===== src/rtl/apb_uart_bridge.sv =====
// APB3/APB4 slave bridging the peripheral bus to one 8N1 UART with TX/RX FIFOs.
// Optional macro APB_UART_SLVERR_EN turns on pslverr for illegal or failed accesses.

module apb_uart_fifo #(
    parameter int DEPTH = 16
) (
    input  logic                   clk,
    input  logic                   arstn,
    input  logic                   push,
    input  logic                   pop,
    input  logic [7:0]             wdata,
    output logic [7:0]             rdata,
    output logic [$clog2(DEPTH):0] count
);
    localparam int AW = $clog2(DEPTH);
    localparam int CW = AW + 1;

    logic [7:0]    mem [DEPTH];
    logic [AW-1:0] wr_ptr;
    logic [AW-1:0] rd_ptr;
    logic          do_push;
    logic          do_pop;

    // A push into a full FIFO is dropped even if a pop happens in the same cycle.
    assign do_pop  = pop && (count != '0);
    assign do_push = push && (count != CW'(DEPTH));
    assign rdata   = mem[rd_ptr];

    always_ff @(posedge clk or negedge arstn) begin
        if (!arstn) begin
            wr_ptr <= '0;
            rd_ptr <= '0;
            count  <= '0;
        end else begin
            if (do_push) wr_ptr <= wr_ptr + AW'(1);
            if (do_pop)  rd_ptr <= rd_ptr + AW'(1);
            if (do_push && !do_pop)      count <= count + CW'(1);
            else if (do_pop && !do_push) count <= count - CW'(1);
        end
    end

    always_ff @(posedge clk) begin
        if (do_push) mem[wr_ptr] <= wdata;
    end
endmodule

module apb_uart_bridge #(
    parameter logic [31:0] BASE_ADDR  = 32'h0,
    parameter int          FIFO_DEPTH = 16,
    parameter int          baudrate   = 9600,
    parameter int          clk_frec   = 100000000
) (
    input  logic        clk,
    input  logic        arstn,
    input  logic        rx,
    output logic        tx,
    input  logic [31:0] paddr,
    input  logic [2:0]  pprot,
    input  logic        psel,
    input  logic        penable,
    input  logic        pwrite,
    input  logic [31:0] pwdata,
    input  logic [3:0]  pstrb,
    output logic        pready,
    output logic [31:0] prdata,
    output logic        pslverr
);
    localparam int DIV  = clk_frec / baudrate;
    localparam int CNTW = $clog2(DIV + 1);
    localparam int CW   = $clog2(FIFO_DEPTH) + 1;

    typedef enum logic [1:0] {IDLE, START, DATA, STOP} uart_state_t;

    logic          access;
    logic [31:0]   offset;
    logic          sel_tx;
    logic          sel_rxs;
    logic          sel_rxd;
    logic          tx_push;
    logic          tx_pop;
    logic [7:0]    tx_head;
    logic [CW-1:0] tx_count;
    logic          rx_push;
    logic          rx_pop;
    logic [7:0]    rx_head;
    logic [CW-1:0] rx_count;
    logic          rx_empty;
    logic          unused_inputs;

    assign unused_inputs = ^{pprot, pstrb, pwdata[31:8]};

    function automatic logic [31:0] status_word(input logic [CW-1:0] cnt);
        logic [31:0] s;
        s = 32'h0;
        if (cnt == CW'(FIFO_DEPTH))          s = 32'h8;
        else if (cnt == CW'(FIFO_DEPTH - 1)) s = 32'h4;
        else if (cnt == '0)                  s = 32'h2;
        else if (cnt == CW'(1))              s = 32'h1;
        return s;
    endfunction

    assign access   = psel && penable;
    assign offset   = paddr - BASE_ADDR;
    assign sel_tx   = (offset == 32'h0);
    assign sel_rxs  = (offset == 32'h4);
    assign sel_rxd  = (offset == 32'h8);
    assign pready   = access;
    assign tx_push  = access && pwrite && sel_tx;
    assign rx_pop   = access && !pwrite && sel_rxd;
    assign rx_empty = (rx_count == '0);

    always_comb begin
        prdata = 32'h0;
        if (access && !pwrite) begin
            if (sel_tx)                   prdata = status_word(tx_count);
            else if (sel_rxs)             prdata = status_word(rx_count);
            else if (sel_rxd && !rx_empty) prdata = {24'h0, rx_head};
        end
    end

`ifdef APB_UART_SLVERR_EN
    logic tx_full;
    assign tx_full = (tx_count == CW'(FIFO_DEPTH));
    assign pslverr = access && (!(sel_tx || sel_rxs || sel_rxd)
                             || (pwrite && (sel_rxs || sel_rxd))
                             || (pwrite && sel_tx && tx_full)
                             || (!pwrite && sel_rxd && rx_empty));
`else
    assign pslverr = 1'b0;
`endif

    apb_uart_fifo #(.DEPTH(FIFO_DEPTH)) u_tx_fifo (
        .clk   (clk),
        .arstn (arstn),
        .push  (tx_push),
        .pop   (tx_pop),
        .wdata (pwdata[7:0]),
        .rdata (tx_head),
        .count (tx_count)
    );

    // ---------------- transmitter ----------------
    uart_state_t     tx_state;
    uart_state_t     tx_next;
    logic [CNTW-1:0] tx_cnt;
    logic [2:0]      tx_bit;
    logic [7:0]      tx_shift;
    logic            tx_bit_end;

    assign tx_bit_end = (tx_cnt == CNTW'(DIV - 1));

    always_ff @(posedge clk or negedge arstn) begin
        if (!arstn) tx_state <= IDLE;
        else        tx_state <= tx_next;
    end

    // The stop bit hands over straight to the next start bit when data is waiting.
    always_comb begin
        tx_next = tx_state;
        tx_pop  = 1'b0;
        tx      = 1'b1;
        case (tx_state)
            IDLE: begin
                if (tx_count != '0) begin
                    tx_pop  = 1'b1;
                    tx_next = START;
                end
            end
            START: begin
                tx = 1'b0;
                if (tx_bit_end) tx_next = DATA;
            end
            DATA: begin
                tx = tx_shift[tx_bit];
                if (tx_bit_end && tx_bit == 3'd7) tx_next = STOP;
            end
            STOP: begin
                if (tx_bit_end) begin
                    if (tx_count != '0) begin
                        tx_pop  = 1'b1;
                        tx_next = START;
                    end else begin
                        tx_next = IDLE;
                    end
                end
            end
            default: tx_next = IDLE;
        endcase
    end

    always_ff @(posedge clk or negedge arstn) begin
        if (!arstn) begin
            tx_cnt   <= '0;
            tx_bit   <= '0;
            tx_shift <= '0;
        end else begin
            if (tx_pop) tx_shift <= tx_head;
            if (tx_state == IDLE || tx_bit_end) tx_cnt <= '0;
            else                                tx_cnt <= tx_cnt + CNTW'(1);
            if (tx_state == DATA && tx_bit_end) tx_bit <= tx_bit + 3'd1;
        end
    end

    // ---------------- receiver ----------------
    uart_state_t     rx_state;
    uart_state_t     rx_next;
    logic            rx_s1;
    logic            rx_s2;
    logic            rx_prev;
    logic [CNTW-1:0] rx_cnt;
    logic [2:0]      rx_bit;
    logic [7:0]      rx_shift;
    logic            rx_bit_end;

    assign rx_bit_end = (rx_cnt == CNTW'(DIV - 1));

    always_ff @(posedge clk or negedge arstn) begin
        if (!arstn) begin
            rx_s1    <= 1'b1;
            rx_s2    <= 1'b1;
            rx_prev  <= 1'b1;
            rx_state <= IDLE;
        end else begin
            rx_s1    <= rx;
            rx_s2    <= rx_s1;
            rx_prev  <= rx_s2;
            rx_state <= rx_next;
        end
    end

    // Start bit is re-checked half a bit in, so every later sample lands mid-bit.
    always_comb begin
        rx_next = rx_state;
        rx_push = 1'b0;
        case (rx_state)
            IDLE: begin
                if (rx_prev && !rx_s2) rx_next = START;
            end
            START: begin
                if (rx_cnt == CNTW'(DIV / 2 - 1)) rx_next = rx_s2 ? IDLE : DATA;
            end
            DATA: begin
                if (rx_bit_end && rx_bit == 3'd7) rx_next = STOP;
            end
            STOP: begin
                if (rx_bit_end) begin
                    rx_push = rx_s2;
                    rx_next = IDLE;
                end
            end
            default: rx_next = IDLE;
        endcase
    end

    always_ff @(posedge clk or negedge arstn) begin
        if (!arstn) begin
            rx_cnt   <= '0;
            rx_bit   <= '0;
            rx_shift <= '0;
        end else begin
            if (rx_state == IDLE || rx_next != rx_state || rx_bit_end) rx_cnt <= '0;
            else                                                        rx_cnt <= rx_cnt + CNTW'(1);
            if (rx_state == DATA && rx_bit_end) begin
                rx_shift <= {rx_s2, rx_shift[7:1]};
                rx_bit   <= rx_bit + 3'd1;
            end
        end
    end

    apb_uart_fifo #(.DEPTH(FIFO_DEPTH)) u_rx_fifo (
        .clk   (clk),
        .arstn (arstn),
        .push  (rx_push),
        .pop   (rx_pop),
        .wdata (rx_shift),
        .rdata (rx_head),
        .count (rx_count)
    );
endmodule


===== config.mk =====
export PLATFORM = sky130hd
export DESIGN_NAME = apb_uart_bridge
export DESIGN_NICKNAME = d
export VERILOG_FILES = /design/src/rtl/apb_uart_bridge.sv
export SDC_FILE = /design/constraint.sdc
export NUM_CORES = 1
export LEC_CHECK = 0
export BUFFER_PORTS_ARGS = -buffer_cell sky130_fd_sc_hd__buf_2
export CAP_MARGIN = 20
export CELL_PAD_IN_SITES_DETAIL_PLACEMENT = 0
export CELL_PAD_IN_SITES_GLOBAL_PLACEMENT = 1
export CORE_UTILIZATION = 57
export CTS_BUF_LIST = sky130_fd_sc_hd__clkbuf_4
export CTS_CLUSTER_SIZE = 20
export DETAILED_ROUTE_END_ITERATION = 10
export PLACE_DENSITY = 0.95
export SLEW_MARGIN = 20
export SYNTH_ARGS = -nofsm -noshare
export SYNTH_HDL_FRONTEND = slang
export SYNTH_SLANG_ARGS = --single-unit

===== constraint.sdc =====
create_clock -name clk -period 4.5 [get_ports clk]
set_input_delay 0.675 -clock clk [delete_from_list [all_inputs] [get_ports clk]]
set_output_delay 0.675 -clock clk [all_outputs]
set_load 0.02 [all_outputs]

==> results by group <==
Status
  – Status: completed

Timing
  – Final Critical Period: around 3.9 ns
  – Tcrit/Tclk final: between 80% and 90%
  – Worst Tran Pin Value: around 0.84 ns
  – Final setup fails: 0
  – Setup TNS: 0 ns
  – Max-slew violation count: 0
  – RSZ-0062 raised after global routing: no
  – Final hold violation count: 0
  – Final clock skew: 0.0545 ns
  – FMAX: between 200 and 300 MHz
  – Smallest hold slack: 0.125 ns
  – Slew Limit Headroom: between 40 and 50%

Min path
  – Hold path start: rx
  – Hold EP: rx_s1
  – Hold Crit Class: in -> reg
  – Hold Crit Depth: 1

Yosys
  – Post-synth top flop: edfxtp_1
  – #FFs+latches synth: ~340
  – Async SR Flop Fraction: 24.5%
  – Post-Syn Area per Cell: around 17 sq um
  – Cell Area, Synth: roughly 15000 sq um
  – Main area contributors after synthesis: edfxtp_1 (53%), dfrtp_1 (14%), mux4_2 (8.5%), ha_1 (2.7%), mux4_1 (2.5%)
  – Most common library cells after synthesis: edfxtp_1 (256), dfrtp_1 (80), mux4_2 (55)
  – Share of the synthesized area in the top cell type: a little over half
  – Most common cell in the netlist: edfxtp_1
  – Distinct cells, synth: 61
  – Yosys warning count: 0
  – Synth area leader: edfxtp_1
  – Cell count after synthesis: roughly 870
  – Post-synth EDFFs: approximately 260
  – Seq/Total Area, Yosys: between 60% and 70%

CTS
  – Post-cts sizing count: 0
  – Clock sink count: about 340
  – CTS tree: done
  – Clock H-tree levels: 3
  – Clock Path Buffers: 3
  – Worst-Skew Late Latency: 0.69 ns
  – CTS root buf: clkbuf_4
  – Postcts setup bufs: 0
  – Worst-path clk slew: ~0.070 ns
  – CTS buffer count: 84
  – # hold bufs at CTS: 1

Pwr
  – Power, Total: about 6.0 mW
  – VDD IR max: around 250 uV
  – Pwr Density: roughly 370 nW/um^2
  – Leakage: approximately 5.7 nW

Finish
  – Layout Nets: ~1.1k
  – Syn-to-layout area delta: 10.8%
  – Design area: between 15000 and 20000 sq um
  – Final Non-Filler Cells: roughly 1.4k
  – Fillers: approximately 1.7k
  – Share of cells above drive strength 1: roughly 28%

Global routing
  – Initial antenna violation count: 1
  – First-pass GRT wire length: 44200 um
  – Vias in the first global route: between 8k and 9k
  – Gr usage total: around 22%
  – Grt ovf: 0
  – Largest net degree at the start of global routing: 43

Drt
  – Drt total wl: roughly 28000 um
  – Routed WL per cell: a little over 20 um
  – Total number of vias: ~8.1k
  – Drt pass-1 iters: 5
  – Drt initial violations: 624
  – Post-route DRC violation count: 0
  – Antenna Nets Post-Route: 0
  – Via density: 5.84

Floorplanning
  – Num rows: 58
  – Initial Utilization: between 50% and 60%
  – Die Footprint: 26300 sq um
  – I/O pin count: 112
  – Die X: about 160 um
  – Die H: about 160 um
  – Core region area: around 25000 sq um

Placement
  – Placed insts: ~1.2k
  – Post-DP Area: ~15000 sq um
  – Final GP Congestion: between 0.7 and 0.8
  – Port Buffers: 55
  – Hpwl dp: 17800 um

Worst setup path
  – R2R Path End: u_rx_fifo.count[3]
  – Startpoint Class: register
  – Worst r2r path cells: 9
  – Worst path max stage delay: 0.63 ns
  – Path type of the worst setup path: reg -> out
  – Slowest CP cell: dfrtp_2
  – Worst R2R Setup Slack: between 1 and 1.5 ns
  – Crit path cell chain: buf_4, mux4_1, mux4_2, o221a_1, buf_2
  – CP endpoint kind: primary output
  – Critical path arrival: 3.18 ns
  – Worst Path Required: between 3 and 4 ns
  – FF-to-FF Start: u_rx_fifo.count[0]
  – Worst Path Max Fanout: 16

Job
  – Maxcap violations: 0
layer usage:
layer | track usage, % | share of wire [%] | up-vias
met5 | 0 | 0 | -
met4 | 7.20 | 1.3 | 0
met3 | 4.93 | 7.7 | 38
met2 | 35.5 | 50 | 366
met1 | 31.1 | 41 | 4037
li1 | - | - | 3649
cells by family (layout without fill, tap and decap cells):
group	after synthesis	in the layout	synth area share [%]
AO/OA/AOI/OAI	62	62	2.73
buffers and inverters	75	236	3.12
adder cells (fa/ha/maj)	31	31	2.66
other	1	26	0.0257
XOR/XNOR	43	43	2.58
AND/OR/NAND/NOR	215	215	8.46
flip-flops	339	339	66.9
multiplexers	103	103	13.5
final cells by class:
type / count / area [sq um] / area share (%)
clock buffer: 118 / 886 / 5.48
inverter: 17 / 63.8 / 0.395
sequential: 339 / 9770 / 60.4
tap: 330 / 413 / 2.55
antenna: 1 / 2.50 / 0.0155
clock inverter: 31 / 171 / 1.06
timing repair buffer: 70 / 393 / 2.43
multi-input combinational: 479 / 4470 / 27.7
cells in the final DEF, fill, tap and decap left out, types with 17 or more instances in the layout:
cell	netlist	routed
clkbuf_4	2	118
nand2_1	34	34
and2_1	21	21
ha_1	31	31
clkinv_1	0	21
conb_1	1	25
buf_2	9	54
a21oi_1	18	18
inv_1	17	17
xnor2_1	21	21
and3_1	28	28
xor2_1	22	22
nor2_1	46	46
edfxtp_1	256	256
mux4_2	55	55
mux2_2	24	24
dfrtp_1	80	78
worst max-delay path, delay by kind of cell (launching register included):
family / cells / cell delay (ns)
compound gates: 1 / 0.28
buf+inv: 2 / 0.49
flops: 1 / 0.63
mux: 2 / 1.06
flip-flops by register name, indices dropped and copies added, names as in the netlist:
name and flops:
u_tx_fifo.mem 128, rx_shift 8, tx_shift 8, tx_cnt 14, u_rx_fifo.mem 128, u_rx_fifo.count 5
rx_s1 1, rx_state 2, u_tx_fifo.rd_ptr 4, u_rx_fifo.wr_ptr 4, tx_bit 3, rx_bit 3
tx_state 2, u_rx_fifo.rd_ptr 4, rx_s2 1, u_tx_fifo.wr_ptr 4, u_tx_fifo.count 5, rx_prev 1
rx_cnt 14
through the flow:
step / setup WS [ns] / util, %
after floorplan: 1.73 / -
after global placement: 1.34 / 60.0
after detailed placement: 1.27 / 60.0
after CTS: 0.580 / 64.2
after global routing: 0.498 / 64.2
final: 0.647 / 64.2
power breakdown:
group	internal (mW)	switching, mW
Clock	1.28	1.20
Combinational	0.0499	0.0966
Sequential	3.37	0.0281
worst max-delay path by stage:
stage / cells after the start / slack (ns) / end / startpoint
floorplan: 6 / 1.73 / prdata[2] / paddr[28]
global placement: 5 / 1.34 / prdata[1] / u_rx_fifo.rd_ptr[0]
detailed placement: 9 / 1.27 / u_rx_fifo.count[3] / u_rx_fifo.count[0]
CTS: 5 / 0.58 / prdata[1] / u_rx_fifo.rd_ptr[0]
global route: 5 / 0.50 / prdata[1] / u_rx_fifo.rd_ptr[0]
finish: 5 / 0.65 / prdata[1] / u_rx_fifo.rd_ptr[0]
(Power assumes the default switching activity.)
